[src/rtl/result_tx_queue_if.sv]
// Bundle of the push-side and UART-side signals of result_tx_queue.
// The optional sent_count wire exists only when RESULT_TXQ_SENT_COUNT_EN is defined.
interface result_tx_queue_if #(
  parameter int DEPTH = 16
);
  logic                     push;
  logic [15:0]              push_data;
  logic                     full;
  logic                     empty;
  logic [$clog2(DEPTH):0]   count;
  logic                     overflow;
  logic                     tx_ready;
  logic                     send_data;
  logic [15:0]              tx_num;
`ifdef RESULT_TXQ_SENT_COUNT_EN
  logic [15:0]              sent_count;

  modport master (
    output push, push_data, tx_ready,
    input  full, empty, count, overflow, send_data, tx_num, sent_count
  );
  modport slave (
    input  push, push_data, tx_ready,
    output full, empty, count, overflow, send_data, tx_num, sent_count
  );
`else
  modport master (
    output push, push_data, tx_ready,
    input  full, empty, count, overflow, send_data, tx_num
  );
  modport slave (
    input  push, push_data, tx_ready,
    output full, empty, count, overflow, send_data, tx_num
  );
`endif
endinterface

[src/rtl/result_tx_queue.sv]
// Circular FIFO of signed 16-bit results feeding a single-word UART transmitter.
// Optional launch counter on sent_count is enabled by defining RESULT_TXQ_SENT_COUNT_EN.
module result_tx_queue #(
  parameter int DEPTH = 16
) (
  input logic               clk,
  input logic               reset,
  result_tx_queue_if.slave  bus
);
  localparam int AW = $clog2(DEPTH);
  localparam int CW = AW + 1;
  localparam logic [CW-1:0] FULL_LEVEL = CW'(DEPTH);

  typedef enum logic [1:0] {IDLE, LAUNCH, HOLDOFF, DRAIN} state_t;

  state_t          state;
  state_t          next_state;
  logic [15:0]     mem [DEPTH];
  logic [AW-1:0]   rd_ptr;
  logic [AW-1:0]   wr_ptr;
  logic [CW-1:0]   count_next;
  logic            pop;
  logic            push_ok;

  // NOTE: every signal written here gets a default first so no path leaves it unassigned (no latch).
  always_comb begin
    next_state = state;
    pop        = 1'b0;
    case (state)
      IDLE: begin
        if (!bus.empty && bus.tx_ready) begin
          pop        = 1'b1;
          next_state = LAUNCH;
        end
      end
      LAUNCH:  next_state = HOLDOFF;
      HOLDOFF: next_state = DRAIN;   // tx_ready is stale here while the UART drops it
      DRAIN: begin
        if (bus.tx_ready) next_state = IDLE;
      end
      default: next_state = IDLE;
    endcase
  end

  // A full queue still takes a push when the head leaves on the same edge.
  assign push_ok = bus.push && (!bus.full || pop);

  always_comb begin
    count_next = bus.count;
    case ({push_ok, pop})
      2'b10:   count_next = bus.count + CW'(1);
      2'b01:   count_next = bus.count - CW'(1);
      default: count_next = bus.count;
    endcase
  end

  // NOTE: sequential state uses non-blocking assignments so every flop samples pre-edge values.
  always_ff @(posedge clk) begin
    if (reset) begin
      state         <= IDLE;
      rd_ptr        <= '0;
      wr_ptr        <= '0;
      bus.count     <= '0;
      bus.empty     <= 1'b1;
      bus.full      <= 1'b0;
      bus.overflow  <= 1'b0;
      bus.send_data <= 1'b0;
      bus.tx_num    <= '0;
    end else begin
      state         <= next_state;
      bus.count     <= count_next;
      bus.empty     <= (count_next == '0);
      bus.full      <= (count_next == FULL_LEVEL);
      bus.send_data <= pop;
      if (bus.push && !push_ok) bus.overflow <= 1'b1;
      if (push_ok) wr_ptr <= wr_ptr + AW'(1);
      if (pop) begin
        rd_ptr     <= rd_ptr + AW'(1);
        bus.tx_num <= mem[rd_ptr];
      end
    end
  end

  // NOTE: the storage array is deliberately not reset; the pointers and count define validity.
  always_ff @(posedge clk) begin
    if (push_ok) mem[wr_ptr] <= bus.push_data;
  end

`ifdef RESULT_TXQ_SENT_COUNT_EN
  always_ff @(posedge clk) begin
    if (reset) begin
      bus.sent_count <= '0;
    end else if (state == LAUNCH) begin
      bus.sent_count <= bus.sent_count + 16'd1;
    end
  end
`endif

endmodule

[src/flat_wrapper.sv]
// flat-port wrapper written by rule: the top's interface ports become plain ports
module result_tx_queue_flat 
#(
  parameter int DEPTH = 16
)
  (clk, reset, bus_push, bus_push_data, bus_tx_ready, bus_full, bus_empty, bus_count, bus_overflow, bus_send_data, bus_tx_num);
  result_tx_queue_if #(.DEPTH(DEPTH)) bus_i ();
  input logic clk;
  input logic reset;
  input wire logic [$bits(bus_i.push)-1:0] bus_push;
  input wire logic [$bits(bus_i.push_data)-1:0] bus_push_data;
  input wire logic [$bits(bus_i.tx_ready)-1:0] bus_tx_ready;
  output wire logic [$bits(bus_i.full)-1:0] bus_full;
  output wire logic [$bits(bus_i.empty)-1:0] bus_empty;
  output wire logic [$bits(bus_i.count)-1:0] bus_count;
  output wire logic [$bits(bus_i.overflow)-1:0] bus_overflow;
  output wire logic [$bits(bus_i.send_data)-1:0] bus_send_data;
  output wire logic [$bits(bus_i.tx_num)-1:0] bus_tx_num;
  assign bus_i.push = bus_push;
  assign bus_i.push_data = bus_push_data;
  assign bus_i.tx_ready = bus_tx_ready;
  assign bus_full = bus_i.full;
  assign bus_empty = bus_i.empty;
  assign bus_count = bus_i.count;
  assign bus_overflow = bus_i.overflow;
  assign bus_send_data = bus_i.send_data;
  assign bus_tx_num = bus_i.tx_num;
  result_tx_queue #(.DEPTH(DEPTH)) u_core (.clk(clk), .reset(reset), .bus(bus_i));
endmodule
[config.mk]
export PLATFORM = sky130hd
export DESIGN_NAME = result_tx_queue_flat
export DESIGN_NICKNAME = d
export VERILOG_FILES = /design/src/rtl/result_tx_queue_if.sv /design/src/rtl/result_tx_queue.sv /design/src/flat_wrapper.sv
export SDC_FILE = /design/constraint.sdc
export NUM_CORES = 1
export LEC_CHECK = 0
export ABC_AREA = 1
export CAP_MARGIN = 20
export CELL_PAD_IN_SITES_DETAIL_PLACEMENT = 1
export CELL_PAD_IN_SITES_GLOBAL_PLACEMENT = 1
export CORE_MARGIN = 1
export CORE_UTILIZATION = 40
export DETAILED_ROUTE_END_ITERATION = 16
export PLACE_DENSITY_LB_ADDON = 0.2
export SLEW_MARGIN = 15
export SYNTH_ARGS = -nofsm -noshare
export SYNTH_HDL_FRONTEND = slang
export SYNTH_SLANG_ARGS = --single-unit
[constraint.sdc]
create_clock -name clk -period 2.7 [get_ports clk]
set_input_delay 0.81 -clock clk [delete_from_list [all_inputs] [get_ports clk]]
set_output_delay 0.81 -clock clk [all_outputs]
set_load 0.01 [all_outputs]
==> impl_metrics.csv <==
group,metric,value,unit
floorplan,start_util,40.8,%
timing,skew,0.0221,ns
placement,dp_hpwl,18.9,mm
timing,finalSetupViolations,0,
timing,fin_crit_sh,85.7,%
worst_setup_path,startpoint,"u_core.bus.count[2]",
placement,numPortBuffers,44,
worst_setup_path,crit_fanout,6,
power,leakagePower,4.92,nW
cts,cts.clk_slew.worst_paths,0.05,ns
cts,cts.sinks,291,
timing,report.final.slew_viol_count,0,
worst_setup_path,worst-setup-path-type,"reg2out",
finish,layout_common_cells,"edfxtp_1 (256), nor2_1 (143), o21ai_0 (130)",
hold_path,hold_path_startpoint,"u_core.bus.overflow",
timing,finalHoldViolations,0,
logic_synthesis,synth_seq_area_share,71.3,%
timing,setup_tns,0,ns
routing,ant_nets,0,
logic_synthesis,synth_area,11800,um2
power,p_comb_share,18.2,%
cts,post-cts-setup-buffers,0,
global_route,grt_antenna_before_repair,0,
cts,clk_latency,0.52,ns
worst_setup_path,crit_slowest_cell,"clkdlybuf4s50_1",
worst_setup_path,endpoint,"bus_count[2]",
worst_setup_path,max_stage_delay,0.57,ns
finish,diodes,0,
floorplan,die_x,174,um
logic_synthesis,synth_top_family_by_area,"compound AO/OA/AOI/OAI gates",
floorplan,die_y,174,um
worst_setup_path,r2r_end,"u_core.bus.empty",
worst_setup_path,critPathLaunchType,"register",
finish,final_layout_size_suffix_gt1_share,11.8,%
logic_synthesis,synth_warnings,0,
routing,drtIter0Drc,672,
worst_setup_path,reg2reg_depth,21,
power,peakVddDrop,478,uV
routing,wl,31.9,mm
logic_synthesis,synth_simple_gate_area_share,9.75,%
finish,fill_cells,3011,
global_route,overflow,0,
worst_setup_path,path_delay_family,"buffers and inverters",
worst_setup_path,reg2reg_slack,0.39,ns
global_route,grtUsageTotal,21.7,%
floorplan,fp-row-count,62,
logic_synthesis,synth_xor_area_share,0.149,%
routing,post_drt_wl_per_cell,21.7,um
timing,max_freq,432,MHz
global_route,grt_pass1_vias,8168,
cts,cts-buffers-inserted,34,
power,p_sw_share,27.8,%
worst_setup_path,critical_path_buf_inv_count,1,
logic_synthesis,avgSynthCellArea,12.0,um2
worst_setup_path,crit_chain,"clkdlybuf4s50_1",
cts,cts_tree,"built",
status,status,"finished, final reports clean",
worst_setup_path,crit_required,1.89,ns
worst_setup_path,cp_data_arrival_time,1.50,ns
logic_synthesis,synth_compound_area_share,12.8,%
logic_synthesis,synth_mux_area_share,0.0851,%
flow_run,max-cap-violations,0,
finish,layout_commonest_cell,"edfxtp_1",
hold_path,worstHoldPathType,"reg2reg",
cts,htreeDepth,2,
timing,relSlewSlack,45.7,%
global_route,grt_max_degree,73,
logic_synthesis,synth_cell_types,30,
finish,synthToLayoutAreaGrowth,20.4,%
routing,drcViolationCount,0,
power,seq_power_share,44.5,%
logic_synthesis,synth_cells,977,
power,pwr-share-clk,37.4,%
floorplan,io-pin-count,45,
timing,min_period,2.31,ns
power,power_density,826,nW/um2
floorplan,core,28900,um2
floorplan,dieArea,30100,um2
logic_synthesis,synthAdderAreaFrac,1.28,%
worst_setup_path,worst-path-stages,1,
worst_setup_path,timing.rr.start,"u_core.state[0]",
logic_synthesis,synth_nets,1009,
worst_setup_path,end_kind,"primary output",
routing,dr.pass1.iters,6,
routing,num_vias,7884,
power,p_int,8.45,mW
placement,place.gp.congestion,0.768,
logic_synthesis,ys_seq_elements,291,
cts,clockBufferDepth,3,
timing,worst_pin_slew,0.810,ns
routing,viasPerCell,5.37,
timing,rsz0062_at_grt,"false",
global_route,grt_pass1_wl,49.3,mm
cts,root_buffer,"clkbuf_16",
finish,fin_nets,1089,
power,p_switching,3.25,mW
timing,holdWs,0.460,ns
[layer usage]
metal  routed length, um  GRT usage (%)
met1               14200           29.2
met3                1260           2.87
met5                   0              0
met2               15800           37.3
met4                 597           5.31
[flip-flops by register name, summed over array words and instances (netlist names)]
name and count:
u_core.wr_ptr 4, u_core.bus.overflow 1, u_core.state 2, u_core.bus.empty 1, u_core.bus.tx_num 16, u_core.bus.send_data 1
u_core.rd_ptr 4, u_core.bus.full 1, u_core.bus.count 5, u_core.mem 256
[what timing repair did]
item / CTS / global route
gates resized for setup: 0 / 4
endpoints found under the hold margin: 0 / 0
hold buffers: 0 / 0
endpoints found under the setup margin: 0 / 4
[how the worst min path moves through the flow]
stage / end / slack, ns / cells after the start
finish: u_core.bus.overflow / 0.46 / 2
global route: u_core.bus.overflow / 0.49 / 2
CTS: u_core.bus.overflow / 0.46 / 2
detailed placement: u_core.bus.overflow / 0.45 / 2
global placement: u_core.bus.overflow / 0.45 / 2
floorplan: u_core.state[1] / 0.47 / 2
[kinds of logic (layout without fill, tap and decap cells)]
kind of cell	after synthesis	count (layout)
XOR/XNOR	2	2
flip-flops	291	291
adder cells (fa/ha/maj)	12	12
multiplexers	1	1
buffers and inverters	131	237
AO/OA/AOI/OAI	258	258
AND/OR/NAND/NOR	282	282
[stage by stage]
| stage | setup slack [ns] | power [mW] | instance area (um2) | std cells | utilization (%) |
|---|---|---|---|---|---|
| detailed placement | -0.450 | 7.43 | 13100 | 1405 | 45.4 |
| CTS | 0.0530 | 11.8 | 14200 | 1467 | 49.1 |
| finish | 0.387 | 11.7 | 14200 | 1467 | 49.1 |
| floorplan | 0.0508 | 6.56 | 11800 | 977 | - |
| global placement | -0.367 | 7.36 | 13100 | 1405 | 45.4 |
| global route | 0.153 | 12.2 | 14200 | 1467 | 49.1 |
[Yosys cell counts]
cell type / n / area, um2
nand3_1: 57 / 285
nor4_1: 1 / 6.26
nand2_1: 60 / 225
mux2i_1: 1 / 10.0
o21bai_1: 2 / 15.0
o211ai_2: 1 / 12.5
o211ai_1: 63 / 473
buf_6: 4 / 45.0
buf_2: 11 / 55.1
xnor2_1: 1 / 8.76
o21a_1: 16 / 120
nor2_1: 160 / 601
nor3_1: 1 / 5.00
o21ai_0: 130 / 651
clkbuf_1: 37 / 139
buf_8: 1 / 15.0
edfxtp_1: 256 / 7690
buf_4: 2 / 15.0
buf_1: 3 / 11.3
inv_1: 69 / 259
nor2_4: 1 / 11.3
nand3b_1: 1 / 7.51
inv_2: 3 / 11.3
clkinv_1: 1 / 3.75
o21ai_1: 5 / 25.0
ha_1: 12 / 150
nand4_1: 1 / 6.26
a21oi_1: 41 / 205
xor2_1: 1 / 8.76
dfxtp_1: 35 / 701
[power by group through the flow]
stage                     clock, mW  sequential [mW]  combinational (mW)
final                          4.37             5.20                2.12
after global routing           4.63             5.22                2.37
after CTS                      4.45             5.21                2.16
after detailed placement          0             5.30                2.13
after global placement            0             5.29                2.07
after floorplan                   0             5.28                1.27
[cell type report]
class / instances / area [um2] / area share [%]
well taps: 384 / 480 / 3.39
multi-input cells: 555 / 2870 / 20.3
clock buffers: 50 / 962 / 6.79
repair buffers: 102 / 1080 / 7.61
inverters: 73 / 274 / 1.93
clock inverters: 12 / 104 / 0.733
flip-flops and latches: 291 / 8390 / 59.2
[tightest hold or removal path, delay by kind of cell (launching register included)]
family	cells	cell delay [ns]
compound gates	1	0.05
buf+inv	1	0.05
flops	1	0.31
No activity file was read; power rests on OpenSTA's default activity.
==> patch: new RTL, same flow settings <==
`DEPTH` is set to 16 in 3 places; all go to 32.
--- a/src/rtl/result_tx_queue_if.sv
+++ b/src/rtl/result_tx_queue_if.sv
@@ -2,5 +2,5 @@
 // The optional sent_count wire exists only when RESULT_TXQ_SENT_COUNT_EN is defined.
 interface result_tx_queue_if #(
-  parameter int DEPTH = 16
+  parameter int DEPTH = 32
 );
   logic                     push;
--- a/src/rtl/result_tx_queue.sv
+++ b/src/rtl/result_tx_queue.sv
@@ -2,5 +2,5 @@
 // Optional launch counter on sent_count is enabled by defining RESULT_TXQ_SENT_COUNT_EN.
 module result_tx_queue #(
-  parameter int DEPTH = 16
+  parameter int DEPTH = 32
 ) (
   input logic               clk,
--- a/src/flat_wrapper.sv
+++ b/src/flat_wrapper.sv
@@ -2,5 +2,5 @@
 module result_tx_queue_flat 
 #(
-  parameter int DEPTH = 16
+  parameter int DEPTH = 32
 )
   (clk, reset, bus_push, bus_push_data, bus_tx_ready, bus_full, bus_empty, bus_count, bus_overflow, bus_send_data, bus_tx_num);
Ports: changed (resized bus_count); port bits go from 45 to 46. The function was not compared with the original's and may differ.
==> patch against the original RTL <==
Wire length is 110% higher. Final area is 84% higher. Synthesized area is 90% higher. Critical path depth is 16 higher. Clock power is 77% higher. Global-route usage is 1.6 points higher. Sequential cell count is 259 higher. Worst setup slack worse by 320 ps. Total power is 87% higher. Critical path type is now primary input to flip-flop. Critical endpoint is now u_core.bus.full$_SDFF_PP0_.
==> patch: results (changes against the original RTL) <==
- Run status: finished clean
- Met1 global-route usage: 33.5% (+4.3 points)
- Met3 Routed Length: 3.69 mm (+190%)
- Worst r2r dst: u_core.bus.full$_SDFF_PP0_
- Delay contributed by the slowest stage of the critical path: 500 ps (-70 ps)
- Total vias in the final route: 15,000 (+91%)
- Sequential fraction of the synthesis area: 72.3% (+1.0 points)
- Share of cells above drive strength 1: 9.66% (-2.2 points)
- Num CTS Buffers: 59 (+74%)
- Leak Pwr: 9.09 nW (+85%)
- Wire length reported by the detailed router: 65.4 mm (+110%)
- Met1 wire length: 30.3 mm (+110%)
- Count of input and output buffers: 45 (+2.3%)
- Synth top cells by count: sky130_fd_sc_hd__edfxtp_1 (512), sky130_fd_sc_hd__nor2_1 (365), sky130_fd_sc_hd__nand2_1 (337)
- Clock latency reported for the late side of the worst-skew pair: 620 ps (+100 ps)
- Pin count of the biggest net entering global routing: 130 (+78%)
- Synth Area in Compound Gates: 6.64% (-6.1 points)
- Xor and xnor area share after synthesis: 0.118% (-0.031 points)
- R2R cell count: 18 (-14%)
- Setup slack of the worst register-to-register path: 170 ps (-220 ps)
- Placed cell count: 2,703 (+92%)
- Largest fanout on the critical path: 4 (-2)
- First-pass GRT wire length: 98.1 mm (+99%)
- Headroom to the max-slew limit: 48.2% (+2.5 points)
- Pre-Repair DR Iteration Count: 5 (-1)
- Reg-to-reg critical path startpoint: u_core.state[1]$_SDFFE_PP0P_
- Adder-cell share of the synthesized area: 0.617% (-0.66 points)
- Arrival time worst endpoint: 3180 ps (+1680 ps)
- Count of flip-flops with a built-in enable after synthesis: 512 (+100%)
- HPWL after DPL: 40.1 mm (+110%)
- Synth top area cells: sky130_fd_sc_hd__edfxtp_1 (69%), sky130_fd_sc_hd__nor2_1 (6.1%), sky130_fd_sc_hd__nand2_1 (5.7%), sky130_fd_sc_hd__nand3_1 (4.7%), sky130_fd_sc_hd__o21ai_0 (4.2%)
- Global-route usage over all layers: 23.3% (+1.6 points)
- Mean Syn Cell Area: 11.6 um2 (-3.7%)
- Iter 0 DRT Violations: 1,101 (+64%)
- Worst VDD drop: 0.569 mV (+19%)
- Sum of met2 wire segment lengths after detailed routing: 30.4 mm (+92%)
- Global routing usage on met3: 3.99% (+1.1 points)
- Switching Fraction: 29.5% (+1.7 points)
- Routed len/inst: 23.3 um (+7.1%)
- Gp weighted congestion: 0.837 (+9.0%)
- Met2 Use GR: 37.2% (-0.12 points)
- Top flop regs: u_core.mem: 512 flops, u_core.bus.tx_num: 16 flops, u_core.bus.count: 6 flops
- Worst clock skew: 17.5 ps (-4.58 ps)
- Share of synthesized area spent on multiplexers: 0.0449% (-0.040 points)
-- patch: cell types whose count changed after synthesis, moves of 47 or more --
cell / change
sky130_fd_sc_hd__o21ai_0: +56
sky130_fd_sc_hd__nand3_1: +154
sky130_fd_sc_hd__o211ai_1: -47
sky130_fd_sc_hd__nand2_1: +277
sky130_fd_sc_hd__nor2_1: +205
sky130_fd_sc_hd__edfxtp_1: +256
-- patch: worst max-delay path by stage --
stage,from,to,slack (ps),depth (start not counted)
2_1_floorplan,bus_tx_ready,u_core.mem[7][0]$_DFFE_PP_,-150,6
3_3_place_gp,bus_tx_ready,u_core.bus.full$_SDFF_PP0_,-610,17
3_5_place_dp,bus_tx_ready,u_core.bus.full$_SDFF_PP0_,-640,17
4_1_cts,bus_tx_ready,u_core.bus.full$_SDFF_PP0_,30,17
5_1_grt,bus_tx_ready,u_core.bus.full$_SDFF_PP0_,-10,17
6_report,bus_tx_ready,u_core.bus.full$_SDFF_PP0_,70,17
-- patch: metrics by stage --
stage | power [mW] | worst slack, ps | cell area, um2 | util [%] | hold WS (ps)
6_report | 21.9 | 70.0 | 26000 | 47.2 | 469
5_1_grt | 22.8 | -10.4 | 26000 | 47.2 | 510
4_1_cts | 22.0 | 34.8 | 26000 | 47.2 | 475
3_5_place_dp | 14.3 | -643 | 24200 | 43.9 | 467
3_3_place_gp | 14.2 | -608 | 24100 | 43.8 | 445
2_1_floorplan | 12.5 | -152 | 22300 | - | 467
-- patch: final cells by class --
type	instances	area, um2
Clock buffer	78	1550
Clock inverter	27	259
Fill cell	5808	29100
Inverter	37	146
Multi-Input combinational cell	1223	5460
Sequential cell	550	16100
Tap cell	748	936
Timing Repair Buffer	146	1520
-- patch: cells by family after synthesis --
kind of cell,after synthesis
flops,550
simple gates,922
fa+ha+maj,11
xor+xnor,3
buf+inv,150
mux,1
compound gates,286
-- patch: repair_timing --
action | in CTS | in global routing
endpoints found under the setup margin | 1 | 2
gates resized for setup | 1 | 3
setup buffers | 0 | 1
-- patch: power by group through the flow --
| stage | sequential [mW] | clock, mW | combinational [mW] |
|---|---|---|---|
| global route | 9.77 | 8.20 | 4.85 |
| global placement | 9.92 | 0 | 4.28 |
| CTS | 9.75 | 7.90 | 4.39 |
| floorplan | 9.87 | 0 | 2.64 |
| finish | 9.76 | 7.75 | 4.40 |
| detailed placement | 9.93 | 0 | 4.36 |
-- patch: worst max-delay path: cells and delay by family --
kind,cells,cell delay (ps)
and+or+nand+nor,11,1110
adders and majority gates,2,450
muxes,1,180
buffers and inverters,3,620
